==> src/rtl/mem_arb_pkg.sv <==
// rtl/mem_arb_pkg.sv - shared types and constants for the I/D main-memory arbiter
package mem_arb_pkg;

  typedef enum logic [1:0] {
    IDLE  = 2'd0,
    ISSUE = 2'd1,
    DRAIN = 2'd2,
    WRITE = 2'd3
  } arbState_t;

  localparam int BLOCK_WORDS = 8;

  localparam logic OWNER_I = 1'b0;
  localparam logic OWNER_D = 1'b1;

  function automatic logic [15:0] blockBase(input logic [15:0] addr);
    return addr & 16'hFFF0;
  endfunction

endpackage

==> src/rtl/mem_arbiter_arb_pick.sv <==
// rtl/mem_arbiter_arb_pick.sv - combinational grant pick; MEM_ARB_ROUND_ROBIN_EN selects round-robin ties
import mem_arb_pkg::*;

module arb_pick (
  input  logic iReq,
  input  logic dReq,
`ifdef MEM_ARB_ROUND_ROBIN_EN
  input  logic lastGrant,
`endif
  output logic grantValid,
  output logic grantOwner
);

  always_comb begin
    grantValid = iReq | dReq;
    grantOwner = OWNER_I;
    if (iReq && dReq) begin
`ifdef MEM_ARB_ROUND_ROBIN_EN
      grantOwner = ~lastGrant;
`else
      grantOwner = OWNER_D;
`endif
    end else if (dReq) begin
      grantOwner = OWNER_D;
    end
  end

endmodule

==> src/rtl/mem_arbiter.sv <==
// rtl/mem_arbiter.sv - shares one main memory between I-cache fills and D-cache fills/writes
// Optional feature: MEM_ARB_ROUND_ROBIN_EN (round-robin tie break instead of fixed D priority)
import mem_arb_pkg::*;

module mem_arbiter (
  input  logic        clk,
  input  logic        rst_n,
  input  logic        i_req,
  input  logic [15:0] i_addr,
  input  logic        d_req,
  input  logic        d_wr,
  input  logic [15:0] d_addr,
  input  logic [15:0] d_wdata,
  output logic        i_busy,
  output logic        d_busy,
  output logic        i_done,
  output logic        d_done,
  output logic [15:0] fill_data,
  output logic [2:0]  fill_word,
  output logic        fill_we_i,
  output logic        fill_we_d,
  output logic        mem_en,
  output logic        mem_wr,
  output logic [15:0] mem_addr,
  output logic [15:0] mem_wdata,
  input  logic        mem_rvalid,
  input  logic [15:0] mem_rdata
);

  arbState_t   state;
  logic        owner;
  logic [2:0]  issueCnt;
  logic [2:0]  retCnt;
  logic        memEnR;
  logic        memWrR;
  logic [15:0] memAddrR;
  logic [15:0] memWdataR;
  logic        grantValid;
  logic        grantOwner;
  logic        fillActive;
  logic        fillDone;

`ifdef MEM_ARB_ROUND_ROBIN_EN
  logic        lastGrant;
`endif

  arb_pick u_pick (
    .iReq       (i_req),
    .dReq       (d_req),
`ifdef MEM_ARB_ROUND_ROBIN_EN
    .lastGrant  (lastGrant),
`endif
    .grantValid (grantValid),
    .grantOwner (grantOwner)
  );

  // Returns only count while a fill owns the memory; strays in IDLE/WRITE are dropped.
  assign fillActive = (state == ISSUE) || (state == DRAIN);
  assign fillDone   = (state == DRAIN) && mem_rvalid && (retCnt == 3'(BLOCK_WORDS - 1));

  always_ff @(posedge clk) begin
    if (!rst_n) begin
      state     <= IDLE;
      owner     <= OWNER_I;
      issueCnt  <= 3'd0;
      retCnt    <= 3'd0;
      memEnR    <= 1'b0;
      memWrR    <= 1'b0;
      memAddrR  <= 16'd0;
      memWdataR <= 16'd0;
`ifdef MEM_ARB_ROUND_ROBIN_EN
      lastGrant <= OWNER_I;
`endif
    end else begin
      case (state)
        IDLE: begin
          if (grantValid) begin
            owner    <= grantOwner;
            issueCnt <= 3'd0;
            retCnt   <= 3'd0;
            memEnR   <= 1'b1;
`ifdef MEM_ARB_ROUND_ROBIN_EN
            lastGrant <= grantOwner;
`endif
            if (grantOwner == OWNER_D && d_wr) begin
              state     <= WRITE;
              memWrR    <= 1'b1;
              memAddrR  <= d_addr;
              memWdataR <= d_wdata;
            end else begin
              state     <= ISSUE;
              memWrR    <= 1'b0;
              memAddrR  <= blockBase((grantOwner == OWNER_D) ? d_addr : i_addr);
              memWdataR <= 16'd0;
            end
          end
        end
        ISSUE: begin
          if (mem_rvalid) retCnt <= retCnt + 3'd1;
          if (issueCnt == 3'(BLOCK_WORDS - 1)) begin
            state    <= DRAIN;
            memEnR   <= 1'b0;
            memAddrR <= 16'd0;
          end else begin
            issueCnt <= issueCnt + 3'd1;
            memAddrR <= memAddrR + 16'd2;
          end
        end
        DRAIN: begin
          if (mem_rvalid) begin
            retCnt <= retCnt + 3'd1;
            if (fillDone) state <= IDLE;
          end
        end
        WRITE: begin
          state     <= IDLE;
          memEnR    <= 1'b0;
          memWrR    <= 1'b0;
          memAddrR  <= 16'd0;
          memWdataR <= 16'd0;
        end
        default: state <= IDLE;
      endcase
    end
  end

  assign mem_en    = memEnR;
  assign mem_wr    = memWrR;
  assign mem_addr  = memAddrR;
  assign mem_wdata = memWdataR;

  assign fill_data = mem_rdata;
  assign fill_word = retCnt;
  assign fill_we_i = fillActive && mem_rvalid && (owner == OWNER_I);
  assign fill_we_d = fillActive && mem_rvalid && (owner == OWNER_D);

  assign i_done = fillDone && (owner == OWNER_I);
  assign d_done = (fillDone && (owner == OWNER_D)) || (state == WRITE);

  assign i_busy = i_req & ~i_done;
  assign d_busy = d_req & ~d_done;

endmodule

==> config.mk <==
export PLATFORM = sky130hd
export DESIGN_NAME = mem_arbiter
export DESIGN_NICKNAME = d
export VERILOG_FILES = /design/src/rtl/mem_arb_pkg.sv /design/src/rtl/mem_arbiter_arb_pick.sv /design/src/rtl/mem_arbiter.sv
export SDC_FILE = /design/constraint.sdc
export NUM_CORES = 1
export LEC_CHECK = 0
export BUFFER_PORTS_ARGS = -buffer_cell sky130_fd_sc_hd__buf_2
export CORE_MARGIN = 3
export CORE_UTILIZATION = 40
export CTS_BUF_LIST = sky130_fd_sc_hd__clkbuf_8
export DETAILED_ROUTE_END_ITERATION = 10
export HOLD_SLACK_MARGIN = 0.06
export PLACE_DENSITY = 0.76
export SYNTH_ARGS = -nofsm -noshare
export SYNTH_HDL_FRONTEND = slang
export SYNTH_SLANG_ARGS = --single-unit
==> constraint.sdc <==
create_clock -name clk -period 2.4 [get_ports clk]
set_input_delay 0.36 -clock clk [delete_from_list [all_inputs] [get_ports clk]]
set_output_delay 0.36 -clock clk [all_outputs]
set_load 0.01 [all_outputs]
Word level (Yosys, flattened, before mapping)
Index checks and enable logic that the tools add are counted.
{ "op_classes": {"n_eq_ne": 11, "mux": 27, "n_reduce_logical": 24, "add_sub_neg": 3, "bitwise_logic": 6} }
{ "ops": {"columns": ["operator", "count"], "rows": [
  ["$mux W16", 6],
  ["$pmux W16 S3", 1],
  ["$pmux W16 S2", 1],
  ["$add A16 B2 Y16 const B", 1],
  ["$pmux W3 S2", 2],
  ["$mux W2", 5],
  ["$logic_and A1 B1 Y1", 9],
  ["$mux W3", 3],
  ["$reduce_and A3 Y1", 3],
  ["$ne A2 B2 Y1 const B", 4],
  ["$pmux W2 S4", 1],
  ["$add A3 B1 Y3 const B", 2],
  ["$eq A3 B3 Y1 const B", 2],
  ["$mux W1", 6],
  ["$reduce_and A2 Y1", 3],
  ["$reduce_bool A2 Y1", 3],
  ["$eq A2 B2 Y1 const B", 2],
  ["$ne A2 B1 Y1 const B", 2],
  ["$reduce_and A4 Y1", 1],
  ["$not A1 Y1", 3],
  ["$pmux W1 S3", 1],
  ["$reduce_bool A3 Y1", 1],
  ["$and A1 B1 Y1", 2],
  ["$eq A2 B1 Y1 const B", 1],
  ["5 further kinds", 6]
]} }
{ "totals": {"ff_bits": 43, "inputBits": 70, "out_inout_bits": 59} }

Depth between registers and ports, before layout
{ "logic_depth": {"ltp_word": 7, "mapped_depth": 9} }

Hierarchy
From an unflattened synthesis, not the netlist that was laid out.
{ "hier_totals": {"hier_cells": 301, "area_unflattened_um2": 2497.4} }
{ "by_module_without_submodules": {"columns": ["module", "area_per_inst_um2", "cells_per_inst", "instances"], "rows": [
  ["mem_arbiter", 2487.4, 299, 1],
  ["arb_pick", 10.0, 2, 1]
]} }

Worst setup path before layout
OpenSTA, ideal clock, no wires.
{ "synth_timing": {"kind": "register to register", "startpoint": "register state[0]", "endpoint": "register memAddrR[14], in the netlist mem_addr[14]", "t_required_ps": 2273, "stages_incl_launch_ff": 8, "arrival_ps": 1644, "setup_time_ps": 127, "synth_period_minus_slack_ps": 1771, "path_slack_ps": 629, "path_cell_list": "dfxtp_1 > inv_1 > ha_1 > nor3b_1 > nor2_1 > buf_6 > nand4_1 > o211ai_1"} }
{ "synth_via": {"elab_chain_len": 3, "word_cells_on_any_way": 7, "cone_classes": "eq/ne: 3; mux: 1; reduce/logical: 3"} }
{ "synth_lines": {"columns": ["element", "line", "source"], "rows": [
  ["start, declared", "mem_arbiter.sv:30", "arbState_t state;"],
  ["start signal, assigned", "mem_arbiter.sv:63", "state <= IDLE;"],
  ["start signal, assigned", "mem_arbiter.sv:86", "state <= WRITE;"],
  ["start signal, assigned", "mem_arbiter.sv:91", "state <= ISSUE;"],
  ["$eq A2 B1 Y1, or another cell as far along", "mem_arbiter.sv:75", "case (state)"],
  ["$reduce_bool A3 Y1 (no line) / $ne A2 B2 Y1 (equally long branches)", null, null],
  ["$reduce_and A2 Y1 (no line)", null, null],
  ["end signal, assigned", "mem_arbiter.sv:88", "memAddrR <= d_addr;"],
  ["end signal, assigned", "mem_arbiter.sv:93", "memAddrR <= blockBase((grantOwner == OWNER_D) ? d_addr : i_addr);"],
  ["end signal, assigned", "mem_arbiter.sv:106", "memAddrR <= memAddrR + 16'd2;"],
  ["end, declared", "mem_arbiter.sv:36", "logic [15:0] memAddrR;"]
]} }
Parallel ways exist; a longest one is shown, timed or not.
A chain may end at the register's enable or synchronous reset.

Worst setup path after layout
{ "layout_timing": {"startpoint": "register state[0]", "endpoint": "output i_busy"} }
{ "layout_via": {"elab_chain_len": 6} }
{ "layout_lines": {"columns": ["element", "line", "source"], "rows": [
  ["$eq A2 B2 Y1", "mem_arbiter.sv:59", "assign fillDone = (state == DRAIN) && mem_rvalid && (retCnt == 3'(BLOCK_WORDS - 1));"],
  ["$logic_and A1 B1 Y1 (2 in series)", "mem_arbiter.sv:59", null],
  ["$logic_and A1 B1 Y1", "mem_arbiter.sv:137", "assign i_done = fillDone && (owner == OWNER_I);"],
  ["$not A1 Y1", "mem_arbiter.sv:140", "assign i_busy = i_req & ~i_done;"],
  ["$and A1 B1 Y1", "mem_arbiter.sv:140", null],
  ["end, declared", "mem_arbiter.sv:14", "output logic i_busy,"]
]} }
No other way between the ends.

==> flow_metrics.env <==
export IMPL_status="finished clean"
export IMPL_clock_sinks=43
export IMPL_synthFlopType="dfxtp_1"
export IMPL_synth_area_um2=2540
export IMPL_path_clk_slew_ns=0.08
export IMPL_htree_levels=2
export IMPL_synth_edf_count=0
export IMPL_portBuffers=92
export IMPL_pwr_share_clk_pct=16.6
export IMPL_rsz0062_at_grt="false"
export IMPL_fin_ws_ns=0.332
export IMPL_relSlewSlack_pct=52.5
export IMPL_clockBufferDepth=2
export IMPL_rows=28
export IMPL_root_buffer="clkbuf_8"
export IMPL_postCtsHoldBufs=0
export IMPL_powerDensity_nw_per_um2=963
export IMPL_yosysMostFrequentCell="dfxtp_1"
export IMPL_async_flop_share_pct=0
export IMPL_critPathCaptureType="output port"
export IMPL_vias_per_cell=5.49
export IMPL_switching_share_pct=43.5
export IMPL_synth_top_area_cell="dfxtp_1"
export IMPL_drt_initial_drc_count=96
export IMPL_clock_latency_ns=0.30
export IMPL_ys_seq_elements=43
export IMPL_cts_tree="done"
export IMPL_grt_use_total_pct=18.2
export IMPL_seqPwrFrac_pct=35.5
export IMPL_ant_nets=0
export IMPL_p_leak_nw=1.36
export IMPL_firstDrtPassIters=4
export IMPL_die_y_um=85.6
export IMPL_maxSlewViolCount=0
export IMPL_ys_warnings_count=0
export IMPL_grt_pass1_wl_um=10900
export IMPL_nets=442
export IMPL_finalSetupViolations=0
export IMPL_required_ns=2.04
export IMPL_drc=0
export IMPL_post_cts_buffers=0
export IMPL_grt_ovfl_total=0
export IMPL_crit_path_max_incr_delay_ns=0.36
export IMPL_critPathMaxFanout=7
export IMPL_synthTopCellsByArea="dfxtp_1, nor2b_1, mux2i_1"
export IMPL_grt_max_degree=34
export IMPL_syn_to_final_growth_pct=18.8
export IMPL_switchingPower_mw=1.26
export IMPL_finClkSkew_ns=0.00662
export IMPL_hpwl_um=4840
export IMPL_p_int_mw=1.64
export IMPL_utilization_pct=50.0
export IMPL_dp_slack_ns=0.373
export IMPL_dpl_cell_count=430
export IMPL_core_area_um2=6030
export IMPL_synth_common_cells="dfxtp_1, nand2_1, nor2b_1, a22oi_1, buf_4"
export IMPL_ctsResizeCount=0
export IMPL_hold_viol_final=0
export IMPL_vias=2405
export IMPL_worstPathArrival_ns=1.71
export IMPL_pwr_share_comb_pct=47.9
export IMPL_cts_buffers=5
export IMPL_io_pins=129
export IMPL_start_kind="register"
export IMPL_diodes=0
export IMPL_avgSynthCellArea_um2=8.78
export IMPL_yosysUniqueCellTypes=54
export IMPL_critPathMostFrequentCell="inv_1"
export IMPL_die_area_um2=7330
export IMPL_crit_type="register to output port"
export IMPL_ir_drop_uv=463
export IMPL_drv_cap=0
export IMPL_drt_total_wl_um=6610
export IMPL_crit_chain="inv_1 -> ha_1 -> inv_1 -> nor3_1 -> nor2b_1 -> buf_2"
export IMPL_synth_cells=289
export IMPL_fin_crit_sh_pct=86.2
export IMPL_start_util_pct=42.1
export IMPL_max_freq_mhz=483
export IMPL_worstMarginPinSlew_ns=0.712
export IMPL_syn_nets=369
export IMPL_place_congestion=0.829
export IMPL_grt_pass1_vias=2319
export IMPL_hold_class="primary input to register"
export IMPL_fillers=589
export IMPL_period_minus_slack_ns=2.07
export IMPL_yosysSeqAreaShare_pct=33.9
export IMPL_synth_top_area_share_pct=33.9
export IMPL_drive_above_1_share_pct=32.5
export IMPL_die_w_um=85.6
export IMPL_cp_slowest_cell="dfxtp_1"
export IMPL_wl_per_cell_um=15.1
export IMPL_fin_cells=438
export IMPL_finalSetupTns_ns=0
export IMPL_antenna_found_initial=0
-- path summary, 6_finish.rpt --
| path | end | startpoint | cells past startpoint | slack, ns |
|---|---|---|---|---|
| setup / recovery | i_busy | state[0] | 6 | 0.33 |
| setup reg to reg | mem_addr[9] | state[0] | 8 | 0.35 |
| hold reg to reg | issueCnt[1] | issueCnt[1] | 2 | 0.47 |
| hold / removal | mem_addr[0] | d_addr[0] | 3 | 0.32 |
-- cells by family after synthesis --
kind of cell | count (synthesis) | share of synthesized area, %
buffers and inverters | 41 | 10.2
and+or+nand+nor | 111 | 24.5
muxes | 15 | 6.02
DFF | 43 | 33.9
adders and majority gates | 10 | 4.93
AOI/OAI and AO/OA | 69 | 20.5
-- through the flow --
| stage | hold WS [ns] | power (mW) | area (um^2) |
|---|---|---|---|
| 3_5_place_dp | 0.466 | 2.43 | 2920 |
| 6_report | 0.319 | 2.90 | 3010 |
| 4_1_cts | 0.309 | 2.92 | 3010 |
| 2_1_floorplan | 0.445 | 2.04 | 2540 |
| 3_3_place_gp | 0.455 | 2.39 | 2920 |
| 5_1_grt | 0.336 | 3.14 | 3010 |
-- registers in the layout (all words and copies together), names as in the netlist --
register,count
state,2
mem_en,1
fill_word,3
mem_addr,16
mem_wr,1
issueCnt,3
mem_wdata,16
owner,1
-- routing by layer --
layer  vias to the layer above  global-route usage (%)  wire (um)
li1                       1189                       -          -
met1                      1099                    23.6       2910
met2                       109                    29.7       3100
met3                         8                    4.71        520
met4                         0                    5.47         80
met5                         -                       0          0
-- power by group through the flow --
stage	logic, mW	registers (mW)	clock network [mW]
6_report	1.39	1.03	0.481
5_1_grt	1.56	1.06	0.527
4_1_cts	1.40	1.03	0.498
3_5_place_dp	1.39	1.04	0
3_3_place_gp	1.36	1.04	0
2_1_floorplan	0.965	1.08	0
-- placed cells by master, fill, tap and decap left out, types with 2 or more instances in the layout --
| cell type | instances |
|---|---|
| a211oi_1 | 6 |
| a21boi_0 | 8 |
| a21oi_1 | 5 |
| a22oi_1 | 17 |
| and2_1 | 3 |
| buf_2 | 92 |
| buf_4 | 8 |
| clkbuf_8 | 5 |
| clkinv_4 | 2 |
| dfxtp_1 | 43 |
| ha_1 | 10 |
| inv_1 | 7 |
| mux2_2 | 2 |
| mux2i_1 | 13 |
| nand2_1 | 23 |
| nand2b_1 | 3 |
| nand3_1 | 13 |
| nand4_1 | 8 |
| nor2_1 | 12 |
| nor2b_1 | 23 |
| nor3_1 | 2 |
| nor3b_1 | 4 |
| nor4_1 | 5 |
| o211ai_1 | 2 |
| o21ai_0 | 6 |
| o221ai_1 | 2 |
| o22ai_1 | 4 |
| o32a_1 | 5 |
| o32ai_1 | 2 |
| or2_2 | 3 |
| or3_1 | 3 |
-- area by class of cell --
class | count | area, um^2 | share of cell area (%)
clock buffer | 5 | 68.8 | 2.28
clock inverter | 3 | 25.0 | 0.831
inverter | 7 | 26.3 | 0.872
multi-input combinational | 205 | 1420 | 47.1
sequential | 43 | 861 | 28.6
tap | 75 | 93.8 | 3.11
timing repair buffer | 100 | 520 | 17.3
-- critical path: cells and delay by family, from the launching register on --
kind                     cells  cell delay (ns)
AND/OR/NAND/NOR              2             0.33
flip-flops                   1             0.36
adder cells (fa/ha/maj)      1             0.33
buffers and inverters        3             0.39
Note: power is estimated with default switching activity, not from simulation.
